<file path="src/rtl/fco_frame_tx.sv">
// Transmit-side frame generator: continuous word stream with a one-cycle FCO pulse per frame,
// a training preamble after enable, payload streaming, and single-word slip injection.
module fco_frame_tx #(
  parameter int          FRAME_PERIOD  = 16,
  parameter int          DATA_W        = 16,
  parameter int          TRAIN_FRAMES  = 4,
  parameter logic [15:0] TRAIN_PATTERN = 16'hA5C3
) (
  input  logic              dco_clk,
  input  logic              rst_n,
  input  logic              enable,
  input  logic [DATA_W-1:0] data_in,
  input  logic              data_valid,
  output logic              data_ready,
  input  logic              slip_req,
  output logic [DATA_W-1:0] word_out,
  output logic              word_valid,
  output logic              fco_out,
  output logic              training,
  output logic              underflow,
  output logic [15:0]       frame_cnt
);

  localparam int IDX_W = $clog2(FRAME_PERIOD + 1);
  localparam int TC_W  = (TRAIN_FRAMES < 2) ? 1 : $clog2(TRAIN_FRAMES);
  localparam logic [IDX_W-1:0]  LAST_N  = IDX_W'(FRAME_PERIOD - 1);
  localparam logic [IDX_W-1:0]  LAST_S  = IDX_W'(FRAME_PERIOD);
  localparam logic [TC_W-1:0]   TC_LAST = TC_W'(TRAIN_FRAMES - 1);
  localparam logic [DATA_W-1:0] PAT     = DATA_W'(TRAIN_PATTERN);

  typedef enum logic [1:0] {IDLE, TRAIN, RUN} state_t;

  state_t            state, state_nxt;
  logic [IDX_W-1:0]  idx, idx_nxt;
  logic [TC_W-1:0]   train_cnt, train_cnt_nxt;
  logic              slip_pending, slip_pending_nxt;
  logic              slipped, slipped_nxt;
  logic              insert_cycle, last_word;
  logic [DATA_W-1:0] word_nxt;
  logic              valid_nxt, fco_nxt, training_nxt, underflow_nxt;
  logic [15:0]       frame_cnt_nxt;

  always_ff @(posedge dco_clk) begin
    if (!rst_n) begin
      state        <= IDLE;
      idx          <= '0;
      train_cnt    <= '0;
      slip_pending <= 1'b0;
      slipped      <= 1'b0;
      word_out     <= '0;
      word_valid   <= 1'b0;
      fco_out      <= 1'b0;
      training     <= 1'b0;
      underflow    <= 1'b0;
      frame_cnt    <= '0;
    end else begin
      state        <= state_nxt;
      idx          <= idx_nxt;
      train_cnt    <= train_cnt_nxt;
      slip_pending <= slip_pending_nxt;
      slipped      <= slipped_nxt;
      word_out     <= word_nxt;
      word_valid   <= valid_nxt;
      fco_out      <= fco_nxt;
      training     <= training_nxt;
      underflow    <= underflow_nxt;
      frame_cnt    <= frame_cnt_nxt;
    end
  end

  always_comb begin
    state_nxt        = state;
    idx_nxt          = idx;
    train_cnt_nxt    = train_cnt;
    slip_pending_nxt = slip_pending;
    slipped_nxt      = slipped;
    word_nxt         = '0;
    valid_nxt        = 1'b0;
    fco_nxt          = 1'b0;
    training_nxt     = 1'b0;
    underflow_nxt    = underflow;
    frame_cnt_nxt    = frame_cnt;

    // A slipped frame carries a filler at FRAME_PERIOD-1 and ends one word later.
    insert_cycle = (state != IDLE) && slipped && (idx == LAST_N);
    last_word    = (idx == (slipped ? LAST_S : LAST_N));
    data_ready   = (state == RUN) && !insert_cycle;

    if (!enable) begin
      state_nxt        = IDLE;
      idx_nxt          = '0;
      train_cnt_nxt    = '0;
      slip_pending_nxt = 1'b0;
      slipped_nxt      = 1'b0;
      frame_cnt_nxt    = '0;
    end else begin
      case (state)
        IDLE: begin
          state_nxt        = TRAIN;
          idx_nxt          = '0;
          train_cnt_nxt    = '0;
          slip_pending_nxt = 1'b0;
          slipped_nxt      = 1'b0;
          underflow_nxt    = 1'b0;
          frame_cnt_nxt    = '0;
        end
        default: begin
          valid_nxt    = 1'b1;
          fco_nxt      = last_word;
          training_nxt = (state == TRAIN);
          if (state == TRAIN) begin
            word_nxt = PAT;
          end else if (insert_cycle) begin
            word_nxt = '0;
          end else if (data_valid) begin
            word_nxt = data_in;
          end else begin
            word_nxt      = '0;
            underflow_nxt = 1'b1;
          end

          if (last_word) begin
            idx_nxt          = '0;
            frame_cnt_nxt    = frame_cnt + 16'd1;
            slipped_nxt      = slip_pending;
            // A request landing on the boundary edge targets the frame after the one starting now.
            slip_pending_nxt = slip_req;
            if (state == TRAIN) begin
              if (train_cnt == TC_LAST) begin
                state_nxt     = RUN;
                train_cnt_nxt = '0;
              end else begin
                train_cnt_nxt = train_cnt + 1'b1;
              end
            end
          end else begin
            idx_nxt          = idx + 1'b1;
            slip_pending_nxt = slip_pending | slip_req;
          end
        end
      endcase
    end
  end

endmodule

</file>
<file path="config.mk">
export PLATFORM = sky130hd
export DESIGN_NAME = fco_frame_tx
export DESIGN_NICKNAME = d
export VERILOG_FILES = /design/src/rtl/fco_frame_tx.sv
export SDC_FILE = /design/constraint.sdc
export NUM_CORES = 1
export LEC_CHECK = 0
export CORE_UTILIZATION = 41
export CTS_CLUSTER_SIZE = 8
export DETAILED_ROUTE_END_ITERATION = 8
export HOLD_SLACK_MARGIN = 0.08
export PLACE_DENSITY = 0.75
export SYNTH_ARGS = -nofsm -noshare
export SYNTH_HDL_FRONTEND = slang
export SYNTH_SLANG_ARGS = --single-unit
</file>
<file path="constraint.sdc">
create_clock -name dco_clk -period 1.9 [get_ports dco_clk]
set_input_delay 0.19 -clock dco_clk [delete_from_list [all_inputs] [get_ports dco_clk]]
set_output_delay 0.19 -clock dco_clk [all_outputs]
set_load 0.005 [all_outputs]
</file>
==> results.md <==
- Hpwl dp: 3.09 mm
- Max Fclk: 553 MHz
- Fillcell total: 372
- Vias: 1637
- Critical path peak fanout: 7
- Vias in the first global route: 1576
- Ant diodes: 0
- Via/cell ratio: 5.07
- Xor/xnor share of the synthesized area: 7.61%
- Violated checks: design-rule violations
- GP Congestion: 0.793
- Core area: 0.00432 sq mm
- Worst IR Drop VDD: 0.487 mV
- Die Y-Extent: 69.0 um
- Post-synthesis sequential area ratio: 51.1%
- Critical path launch point type: register
- # Post-CTS Setup Buffers: 0
- Hold Path Class: input port to register
- Worst Tran Pin Value: 0.522 ns
- Ys async rst share: 0%
- RSZ-0062 raised after global routing: true
- Top cells by area, synth: dfxtp_1 51%, nand2_1 5.5%, nor2_1 5.5%
- Die area: 0.00476 sq mm
- Most frequent cell after synthesis: dfxtp_1
- DRT Wirelength: 4.29 mm
- Syn_nets: 224
- Synthesized flop and latch total: 47
- Max layer used: met4
- Post-Syn Instances: 199
- Drt drc: 1
- Min cycle time layout: 1.81 ns
- Fraction of layout cells with a size suffix above 1: 12.9%
- Routed wire length per instance: 13.3 um
- Critical Path Sink Type: register
- Max-slew violation count: 0
- Largest net degree at the start of global routing: 22
- Critical Path AT: 2.00 ns
- Count of cell types in the netlist: 35
- Mux cell area share after synthesis: 0%
- First-pass iteration count of the detailed router: 8
- Post-synthesis simple-gate area fraction: 21.9%
- Die Wd: 69.0 um
- Worst Path Class, Setup: register to register
- First-pass GRT wire length: 7.10 mm
- FP Rows: 24
- Overall routing resource usage: 18.1%
- Leak: 0.980 nW
- CTS Root Cell: clkbuf_8
- Sequential share of power: 54.5%
- Total grt overflow: 0
- Status: complete, but fails checks
- Switch share: 19.4%
- Number of flops mapped to enable cells by yosys: 0
- Clock Latency Late Sink: 0.30 ns
- PD cells: 680 mW/mm^2
- Placed cell count: 315
- Buffers on Ports: 57
- H-tree levels: 2
- Req. time, crit path: 2.09 ns
- Initial Util: 42.6%
- Final worst clock skew: 0.00484 ns
- Commonest cells in the netlist: 47 x dfxtp_1, 27 x nand2_1, 27 x nor2_1, 15 x a21oi_1, 9 x xnor2_1
- Int Pwr: 1.47 mW
- Top-area cell type share of the netlist area: 51.1%
- Reg area: 942 sq um
- Avg Cell Area, Syn: 9.26 sq um
- CTS Buf Count: 5
- Syn. warnings: 0
- Clock-pin slew on the worst setup and hold paths: 0.08 ns
- Slew headroom: 65.1%
- P_sw: 0.355 mW
- Final hold slack: 0.444 ns
- TritonCTS clock tree: done
- WL met2: 2.06 mm
- Primary FF master, synth: dfxtp_1
- Compound-gate portion of the synthesized area: 14.1%
- Net count, final: 295
- Post-CTS Hold Buffers: 0
- CTS max path bufs: 2
- Logic pwr share: 4.4%
- Max_cap viols: 0
- ANT nets after route: 0
- Final period util: 95.2%
- Initial antenna violation count: 0
- Area of the multi-input gates: 882 sq um
- Adder-cell area share of the yosys netlist: 2.72%
- Initial DRC Count: 60
- Clock Power Share: 41.1%
- M1 wire length: 1.97 mm
- Met3 Wirelength: 192 um
- Yosys top cell by area: dfxtp_1
- CTS Sinks: 47
- Final Non-Filler Cells: 323
- Final Hold Viols: 0
- Layout area overhead: 46.0%
- IO Pins: 58
- Largest family of logic cells by synthesized area: simple AND/OR/NAND/NOR gates
- # setup viols final: 0
- Post-synthesis cell area: 0.00184 sq mm
-- final timing paths --
path              depth (start not counted)    startpoint             to  slack [ns]
setup reg to reg                          5        idx[3]  frame_cnt[11]        0.09
setup / recovery                          5        idx[3]  frame_cnt[11]        0.09
hold reg to reg                           2  slip_pending        slipped        0.50
hold / removal                            2    data_in[2]    word_out[2]        0.44
-- per-stage QoR --
step                      setup slack, ns  cell area [sq um]  TNS, ns  util [%]  total power [mW]
final                              0.0920               2690        0      62.2              1.83
after global routing              -0.0165               2690  -0.0165      62.2              1.89
after floorplan                    0.0857               1840        0         -              1.04
after global placement             0.0180               2540        0      58.9              1.10
after detailed placement          -0.0561               2540  -0.0561      58.9              1.10
after CTS                          0.0184               2670        0      61.8              1.84
-- cell usage in the layout, fill, tap and decap left out, types with 2 or more instances in the layout --
cell,count
and3_1,3
a2111oi_2,3
and2_1,8
nor3_1,2
dfxtp_1,46
nand3_1,7
inv_1,5
o21ai_0,3
buf_4,13
clkbuf_8,6
nor4_1,2
ha_1,2
xor2_1,7
xnor2_1,9
nor2_1,27
clkdlybuf4s50_1,56
a211oi_1,2
a21oi_1,15
o2111ai_1,4
nand2_1,26
o21a_1,2
ha_2,2
-- layout make-up --
type	count	area share, %
sequential	47	35.0
multi-input combinational	141	32.8
timing repair buffer	70	24.7
clock buffer	6	3.07
tap	52	2.42
clock inverter	2	1.30
inverter	5	0.698
-- logic make-up (layout without fill, tap and decap cells) --
kind of cell             after synthesis  in the layout
XOR/XNOR                              16             16
AO/OA/AOI/OAI                         35             35
AND/OR/NAND/NOR                       86             86
buffers and inverters                 11             83
flip-flops                            47             47
adder cells (fa/ha/maj)                4              4
-- layer usage --
metal	track usage (%)	up-vias
met5	0	-
met4	6.12	0
met3	4.09	8
met2	29.6	39
met1	23.6	761
li1	-	829
-- power groups by stage --
stage	Sequential, mW	Combinational (mW)	Clock [mW]
after floorplan	1.02	0.0197	0
after global placement	1.02	0.0804	0
after detailed placement	1.02	0.0808	0
after CTS	0.996	0.0811	0.766
after global routing	0.997	0.0891	0.804
final	0.996	0.0807	0.751
-- sequential cells by signal, summed over array words and instances, names as in the netlist --
name and count:
fco_out 1, training 1, frame_cnt 16, state 2
word_out 16, train_cnt 2, slip_pending 1, slipped 1
word_valid 1, underflow 1, idx 5
-- critical path, stage by stage, from the launching register on --
cell and delay, ns:
dfxtp_1 0.41, nand2_1 0.10, or4_4 0.57, a2111oi_2 0.41
xnor2_1 0.16, nor2_1 0.05
-- what timing repair did --
item,4_1_cts,5_1_grt
gates resized for setup,6,5
setup endpoints to repair,5,3
pin swaps,0,0
Power figures use the tool's default switching activity.
